--- src/rtl/inv_shift_sub_bytes_if.sv ---
// Handshake bundle for the AES InvShiftRows + InvSubBytes stage.
// The upstream side carries in_valid/in_ready/state_in; the downstream side carries out_valid/out_ready/state_out.
interface inv_shift_sub_bytes_if #(
    parameter int WORD_SIZE  = 8,
    parameter int ARRAY_SIZE = 16
);
    logic                              in_valid;
    logic                              in_ready;
    logic [WORD_SIZE*ARRAY_SIZE-1:0]   state_in;
    logic                              out_valid;
    logic                              out_ready;
    logic [WORD_SIZE*ARRAY_SIZE-1:0]   state_out;
    logic                              busy;

    modport master (
        output in_valid, state_in, out_ready,
        input  in_ready, out_valid, state_out, busy
    );

    modport slave (
        input  in_valid, state_in, out_ready,
        output in_ready, out_valid, state_out, busy
    );
endinterface

--- src/rtl/inv_shift_sub_bytes.sv ---
// Sequential AES-128 InvShiftRows + InvSubBytes: one output column per cycle
// through four inverse S-box lookups, valid/ready on both sides.
module inv_shift_sub_bytes (
    input  logic                 clk,
    input  logic                 rst_n,
    inv_shift_sub_bytes_if.slave bus_if
);
    typedef enum logic [1:0] {
        IDLE = 2'd0,
        BUSY = 2'd1,
        DONE = 2'd2
    } stateT;

    localparam logic [7:0] INV_SBOX [256] = '{
        8'h52, 8'h09, 8'h6a, 8'hd5, 8'h30, 8'h36, 8'ha5, 8'h38, 8'hbf, 8'h40, 8'ha3, 8'h9e, 8'h81, 8'hf3, 8'hd7, 8'hfb,
        8'h7c, 8'he3, 8'h39, 8'h82, 8'h9b, 8'h2f, 8'hff, 8'h87, 8'h34, 8'h8e, 8'h43, 8'h44, 8'hc4, 8'hde, 8'he9, 8'hcb,
        8'h54, 8'h7b, 8'h94, 8'h32, 8'ha6, 8'hc2, 8'h23, 8'h3d, 8'hee, 8'h4c, 8'h95, 8'h0b, 8'h42, 8'hfa, 8'hc3, 8'h4e,
        8'h08, 8'h2e, 8'ha1, 8'h66, 8'h28, 8'hd9, 8'h24, 8'hb2, 8'h76, 8'h5b, 8'ha2, 8'h49, 8'h6d, 8'h8b, 8'hd1, 8'h25,
        8'h72, 8'hf8, 8'hf6, 8'h64, 8'h86, 8'h68, 8'h98, 8'h16, 8'hd4, 8'ha4, 8'h5c, 8'hcc, 8'h5d, 8'h65, 8'hb6, 8'h92,
        8'h6c, 8'h70, 8'h48, 8'h50, 8'hfd, 8'hed, 8'hb9, 8'hda, 8'h5e, 8'h15, 8'h46, 8'h57, 8'ha7, 8'h8d, 8'h9d, 8'h84,
        8'h90, 8'hd8, 8'hab, 8'h00, 8'h8c, 8'hbc, 8'hd3, 8'h0a, 8'hf7, 8'he4, 8'h58, 8'h05, 8'hb8, 8'hb3, 8'h45, 8'h06,
        8'hd0, 8'h2c, 8'h1e, 8'h8f, 8'hca, 8'h3f, 8'h0f, 8'h02, 8'hc1, 8'haf, 8'hbd, 8'h03, 8'h01, 8'h13, 8'h8a, 8'h6b,
        8'h3a, 8'h91, 8'h11, 8'h41, 8'h4f, 8'h67, 8'hdc, 8'hea, 8'h97, 8'hf2, 8'hcf, 8'hce, 8'hf0, 8'hb4, 8'he6, 8'h73,
        8'h96, 8'hac, 8'h74, 8'h22, 8'he7, 8'had, 8'h35, 8'h85, 8'he2, 8'hf9, 8'h37, 8'he8, 8'h1c, 8'h75, 8'hdf, 8'h6e,
        8'h47, 8'hf1, 8'h1a, 8'h71, 8'h1d, 8'h29, 8'hc5, 8'h89, 8'h6f, 8'hb7, 8'h62, 8'h0e, 8'haa, 8'h18, 8'hbe, 8'h1b,
        8'hfc, 8'h56, 8'h3e, 8'h4b, 8'hc6, 8'hd2, 8'h79, 8'h20, 8'h9a, 8'hdb, 8'hc0, 8'hfe, 8'h78, 8'hcd, 8'h5a, 8'hf4,
        8'h1f, 8'hdd, 8'ha8, 8'h33, 8'h88, 8'h07, 8'hc7, 8'h31, 8'hb1, 8'h12, 8'h10, 8'h59, 8'h27, 8'h80, 8'hec, 8'h5f,
        8'h60, 8'h51, 8'h7f, 8'ha9, 8'h19, 8'hb5, 8'h4a, 8'h0d, 8'h2d, 8'he5, 8'h7a, 8'h9f, 8'h93, 8'hc9, 8'h9c, 8'hef,
        8'ha0, 8'he0, 8'h3b, 8'h4d, 8'hae, 8'h2a, 8'hf5, 8'hb0, 8'hc8, 8'heb, 8'hbb, 8'h3c, 8'h83, 8'h53, 8'h99, 8'h61,
        8'h17, 8'h2b, 8'h04, 8'h7e, 8'hba, 8'h77, 8'hd6, 8'h26, 8'he1, 8'h69, 8'h14, 8'h63, 8'h55, 8'h21, 8'h0c, 8'h7d
    };

    function automatic logic [7:0] invSbox(input logic [7:0] x);
        return INV_SBOX[x];
    endfunction

    stateT          state_q, state_d;
    logic [1:0]     col_q, col_d;
    logic [127:0]   buffer_q, buffer_d;
    logic [127:0]   state_out_q, state_out_d;
    logic [7:0]     colBytes [4];

    always_ff @(posedge clk) begin
        if (!rst_n) begin
            state_q     <= IDLE;
            col_q       <= 2'd0;
            buffer_q    <= '0;
            state_out_q <= '0;
        end else begin
            state_q     <= state_d;
            col_q       <= col_d;
            buffer_q    <= buffer_d;
            state_out_q <= state_out_d;
        end
    end

    // Output row r of column col comes from buffer column (col - r) mod 4, which the 2-bit subtraction wraps for free.
    always_comb begin
        for (int r = 0; r < 4; r++) begin
            logic [1:0] srcCol;
            srcCol      = col_q - 2'(r);
            colBytes[r] = invSbox(buffer_q[(15 - (int'(srcCol) * 4 + r)) * 8 +: 8]);
        end
    end

    always_comb begin
        state_d     = state_q;
        col_d       = col_q;
        buffer_d    = buffer_q;
        state_out_d = state_out_q;
        case (state_q)
            IDLE: begin
                if (bus_if.in_valid) begin
                    buffer_d = bus_if.state_in;
                    col_d    = 2'd0;
                    state_d  = BUSY;
                end
            end
            BUSY: begin
                for (int r = 0; r < 4; r++) begin
                    state_out_d[(15 - (int'(col_q) * 4 + r)) * 8 +: 8] = colBytes[r];
                end
                if (col_q == 2'd3) begin
                    state_d = DONE;
                end else begin
                    col_d = col_q + 2'd1;
                end
            end
            DONE: begin
                if (bus_if.out_ready) begin
                    state_d = IDLE;
                end
            end
            default: state_d = IDLE;
        endcase
    end

    assign bus_if.in_ready  = (state_q == IDLE);
    assign bus_if.out_valid = (state_q == DONE);
    assign bus_if.busy      = (state_q == BUSY) || (state_q == DONE);
    assign bus_if.state_out = state_out_q;
endmodule
--- src/flat_wrapper.sv ---
// flat-port wrapper written by rule: the top's interface ports become plain ports
module inv_shift_sub_bytes_flat 
  (clk, rst_n, bus_if_in_valid, bus_if_state_in, bus_if_out_ready, bus_if_in_ready, bus_if_out_valid, bus_if_state_out, bus_if_busy);
  inv_shift_sub_bytes_if bus_if_i ();
  input  logic clk;
  input  logic rst_n;
  input wire logic [$bits(bus_if_i.in_valid)-1:0] bus_if_in_valid;
  input wire logic [$bits(bus_if_i.state_in)-1:0] bus_if_state_in;
  input wire logic [$bits(bus_if_i.out_ready)-1:0] bus_if_out_ready;
  output wire logic [$bits(bus_if_i.in_ready)-1:0] bus_if_in_ready;
  output wire logic [$bits(bus_if_i.out_valid)-1:0] bus_if_out_valid;
  output wire logic [$bits(bus_if_i.state_out)-1:0] bus_if_state_out;
  output wire logic [$bits(bus_if_i.busy)-1:0] bus_if_busy;
  assign bus_if_i.in_valid = bus_if_in_valid;
  assign bus_if_i.state_in = bus_if_state_in;
  assign bus_if_i.out_ready = bus_if_out_ready;
  assign bus_if_in_ready = bus_if_i.in_ready;
  assign bus_if_out_valid = bus_if_i.out_valid;
  assign bus_if_state_out = bus_if_i.state_out;
  assign bus_if_busy = bus_if_i.busy;
  inv_shift_sub_bytes u_core (.clk(clk), .rst_n(rst_n), .bus_if(bus_if_i));
endmodule
--- config.mk ---
export PLATFORM = sky130hd
export DESIGN_NAME = inv_shift_sub_bytes_flat
export DESIGN_NICKNAME = d
export VERILOG_FILES = /design/src/rtl/inv_shift_sub_bytes_if.sv /design/src/rtl/inv_shift_sub_bytes.sv /design/src/flat_wrapper.sv
export SDC_FILE = /design/constraint.sdc
export NUM_CORES = 1
export LEC_CHECK = 0
export ABC_AREA = 1
export ABC_CLOCK_PERIOD_IN_PS = 5200
export CAP_MARGIN = 20
export CORE_MARGIN = 2
export CORE_UTILIZATION = 26
export CTS_CLUSTER_DIAMETER = 200
export CTS_CLUSTER_SIZE = 12
export DETAILED_ROUTE_END_ITERATION = 12
export PLACE_DENSITY = 0.55
export SLEW_MARGIN = 20
export SYNTH_ARGS = -nofsm -noshare
export SYNTH_HDL_FRONTEND = slang
export SYNTH_SLANG_ARGS = --single-unit
--- constraint.sdc ---
create_clock -name clk -period 5.2 [get_ports clk]
set_clock_uncertainty 0.15 [all_clocks]
set_input_delay 1.04 -clock clk [delete_from_list [all_inputs] [get_ports clk]]
set_output_delay 1.04 -clock clk [all_outputs]
set_load 0.02 [all_outputs]
==> metrics <==
run status=completed; Max Fclk=229.1 MHz; final antenna diode count=0; crit end category=register; syn nets=4095; CP cell instances=buf_4 -> buf_4 -> nand2_1 -> a32oi_2 -> buf_4 -> inv_1 -> a21oi_1 -> nand2_1 -> nand3_1 -> nand3_1 -> nand4_1 -> a21oi_1; Detailed Route WL=123300 um; hold_buf cts=0; H-tree levels=1; total CTS buffers=25; CTS Root Cell=clkbuf_16; top cell family by delay on the critical path=buffers and inverters; async set or reset register ratio after synthesis=0; die area=88020 um2; synthesized flop and latch total=260; Core Region=85010 um2; Crit Path Class=reg2reg; Wirelength per Cell=24.06 um; endpoints failing setup=0; Arrival @ worst endpoint=4.67 ns; layout cell share with drive strength beyond 1=0.04475; Post-CTS Resized=0; max_cap viols=0; Clock transition at path regs=0.07 ns; Row Count=107; CP Launch Type=register; DRC=0; global route overflow=0; Synth area leader=dfxtp_1; syn_area_per_cell=5.733 um2; drt pass-1 iters=6; Antenna Nets Post-Route=0; setup TNS=0 ns; Ys Warns=0; WP data required=5.51 ns; IO buf count=262; CP Depth=12; fin crit share=0.8394; overall fraction of global-route tracks in use=0.2689; Worst Setup SP=u_core.col_q[0]; CP Buf/Inv Count=4; Worst R2R Start=u_core.col_q[0]; Hold Vio Cnt, Final=0; Slew @ Worst Pin=1.047 ns; biggest cell delay along the critical path=0.77 ns; Via density=5.612; first-pass GRT wire length=179200 um; Max Slew Vio Count=0; initial core utilization=0.2620; Worst R2R End=u_core.bus_if.state_out[81]; minimum clock period=4.365 ns; slowest CP cell=buf_4; path category of the worst min-delay check=reg2reg; Syn Inst Count=3885; clk sinks=260; largest net degree at the start of global routing=140; most frequent CP cell=buf_4; FF-to-FF path depth=12; nets=4187; routability congestion estimate=1.041; crit path to=u_core.bus_if.state_out[81]; Top Ports=263; Syn-to-layout area delta=18.33%; Post-CTS Setup Repair Bufs=0; EDFF count, synth=0; cell area after synthesis=22270 um2; crit-path max FO=63; Synth Flop Type=dfxtp_1; DR vias=28745; ranking of synthesized cells by area=dfxtp_1 (23%), nand3_1 (20%), nand2_1 (18%); dpl hpwl=88950 um; DRT iter0 DRCs=3624; TritonCTS clock tree=yes; Max Root-Sink Buffers=3; vias in the first global route=26482; R2R Setup Slk=0.84 ns; RSZ-0062 raised after global routing=no; Die H=296.7 um; relative slew slack=0.3014; DIE WIDTH=296.7 um; # fillers=9743; post-synthesis sequential area ratio=0.2337; library cells used by synthesis=35; initial antenna violation count=2; later-pin clock latency in the skew report=0.61 ns; top cell type's share of synthesized area=0.2337
-- cell families after synthesis --
logic type,count (synthesis),synth area share
simple gates,2503,0.4915
compound gates,554,0.1354
flops,260,0.2337
fa+ha+maj,78,0.04382
buf+inv,490,0.09562
-- area by class of cell --
cell class              count  area, um2  area share
multi-input cells        3135      14990      0.5688
clock buffers              26      629.4     0.02388
clock inverters             2      50.05    0.001899
well taps                1144       1431     0.05431
flip-flops and latches    260       5209      0.1976
inverters                 221      834.6     0.03167
repair buffers            334       3211      0.1218
-- through the flow --
stage / worst slack, ns / std cells / hold slack [ns] / utilization / area, um2
2_1_floorplan: 1.083 / 3885 / 0.2705 / - / 22270
3_3_place_gp: 0.7394 / 5094 / 0.2862 / 0.3019 / 25660
3_5_place_dp: 0.9137 / 5094 / 0.2933 / 0.3020 / 25670
4_1_cts: 0.8812 / 5122 / 0.3035 / 0.3100 / 26350
5_1_grt: 0.5284 / 5122 / 0.3157 / 0.3100 / 26350
6_report: 0.8352 / 5122 / 0.3035 / 0.3100 / 26350
-- worst min-delay path by stage --
stage / slack (ns) / to / depth (start not counted) / from
after global routing: 0.32 / u_core.buffer_q[101] / 2 / u_core.buffer_q[101]
after global placement: 0.29 / u_core.buffer_q[118] / 2 / u_core.buffer_q[118]
after detailed placement: 0.29 / u_core.buffer_q[118] / 2 / u_core.buffer_q[118]
after floorplan: 0.27 / u_core.buffer_q[118] / 2 / u_core.buffer_q[118]
after CTS: 0.30 / u_core.buffer_q[118] / 2 / u_core.buffer_q[118]
final: 0.30 / u_core.buffer_q[118] / 2 / u_core.buffer_q[118]
-- synth_stat cells, types with 19 or more instances --
cell type / count
nand2_1: 1097
nand3_1: 898
nor2_1: 341
dfxtp_1: 260
a21oi_1: 257
o21ai_0: 236
inv_1: 201
buf_2: 113
nand4_1: 112
clkbuf_1: 103
ha_1: 78
o211ai_1: 39
buf_1: 24
nand2_2: 20
buf_4: 19
-- flip-flops by register name, summed over array words and instances, names as in the netlist --
| register | count |
|---|---|
| u_core.buffer_q | 128 |
| u_core.bus_if.state_out | 128 |
| u_core.col_q | 2 |
| u_core.state_q | 2 |
-- tightest hold or removal path: cells and delay by family (launching register included) --
| family | cells | cell delay (ns) |
|---|---|---|
| AO/OA/AOI/OAI | 1 | 0.05 |
| flip-flops | 1 | 0.31 |
| buffers and inverters | 1 | 0.05 |
-- routing by layer --
| metal | routed length (um) | track usage | vias to the layer above |
|---|---|---|---|
| met5 | 8 | 0 | - |
| met4 | 6034 | 0.1143 | 2 |
| met3 | 10860 | 0.03706 | 328 |
| met2 | 53640 | 0.4128 | 1695 |
| met1 | 52720 | 0.3747 | 13476 |
| li1 | - | - | 13244 |
-- layout by cell type (no fill, tap or decap), drive strengths merged --
master         Yosys  layout
nand2           1117    1117
nand3            900     900
nor2             344     344
clkdlybuf4s50      0     261
dfxtp            260     260
a21oi            257     257
o21ai            242     242
inv              218     220
nand4            112     112
ha                78      78
buf              166      73
o211ai            39      39
clkbuf           103      26
or2               19      19
a32oi              7       7
nand3b             6       6
nor3               5       5
a31oi              3       3
a211oi             2       2
clkinv             3       2
o22ai              2       2
o2111ai            1       1
o21bai             1       1
bufinv             0       1
Power is not shown: default switching activity piles up to over one toggle a cycle in this logic, so the estimate is an artifact.
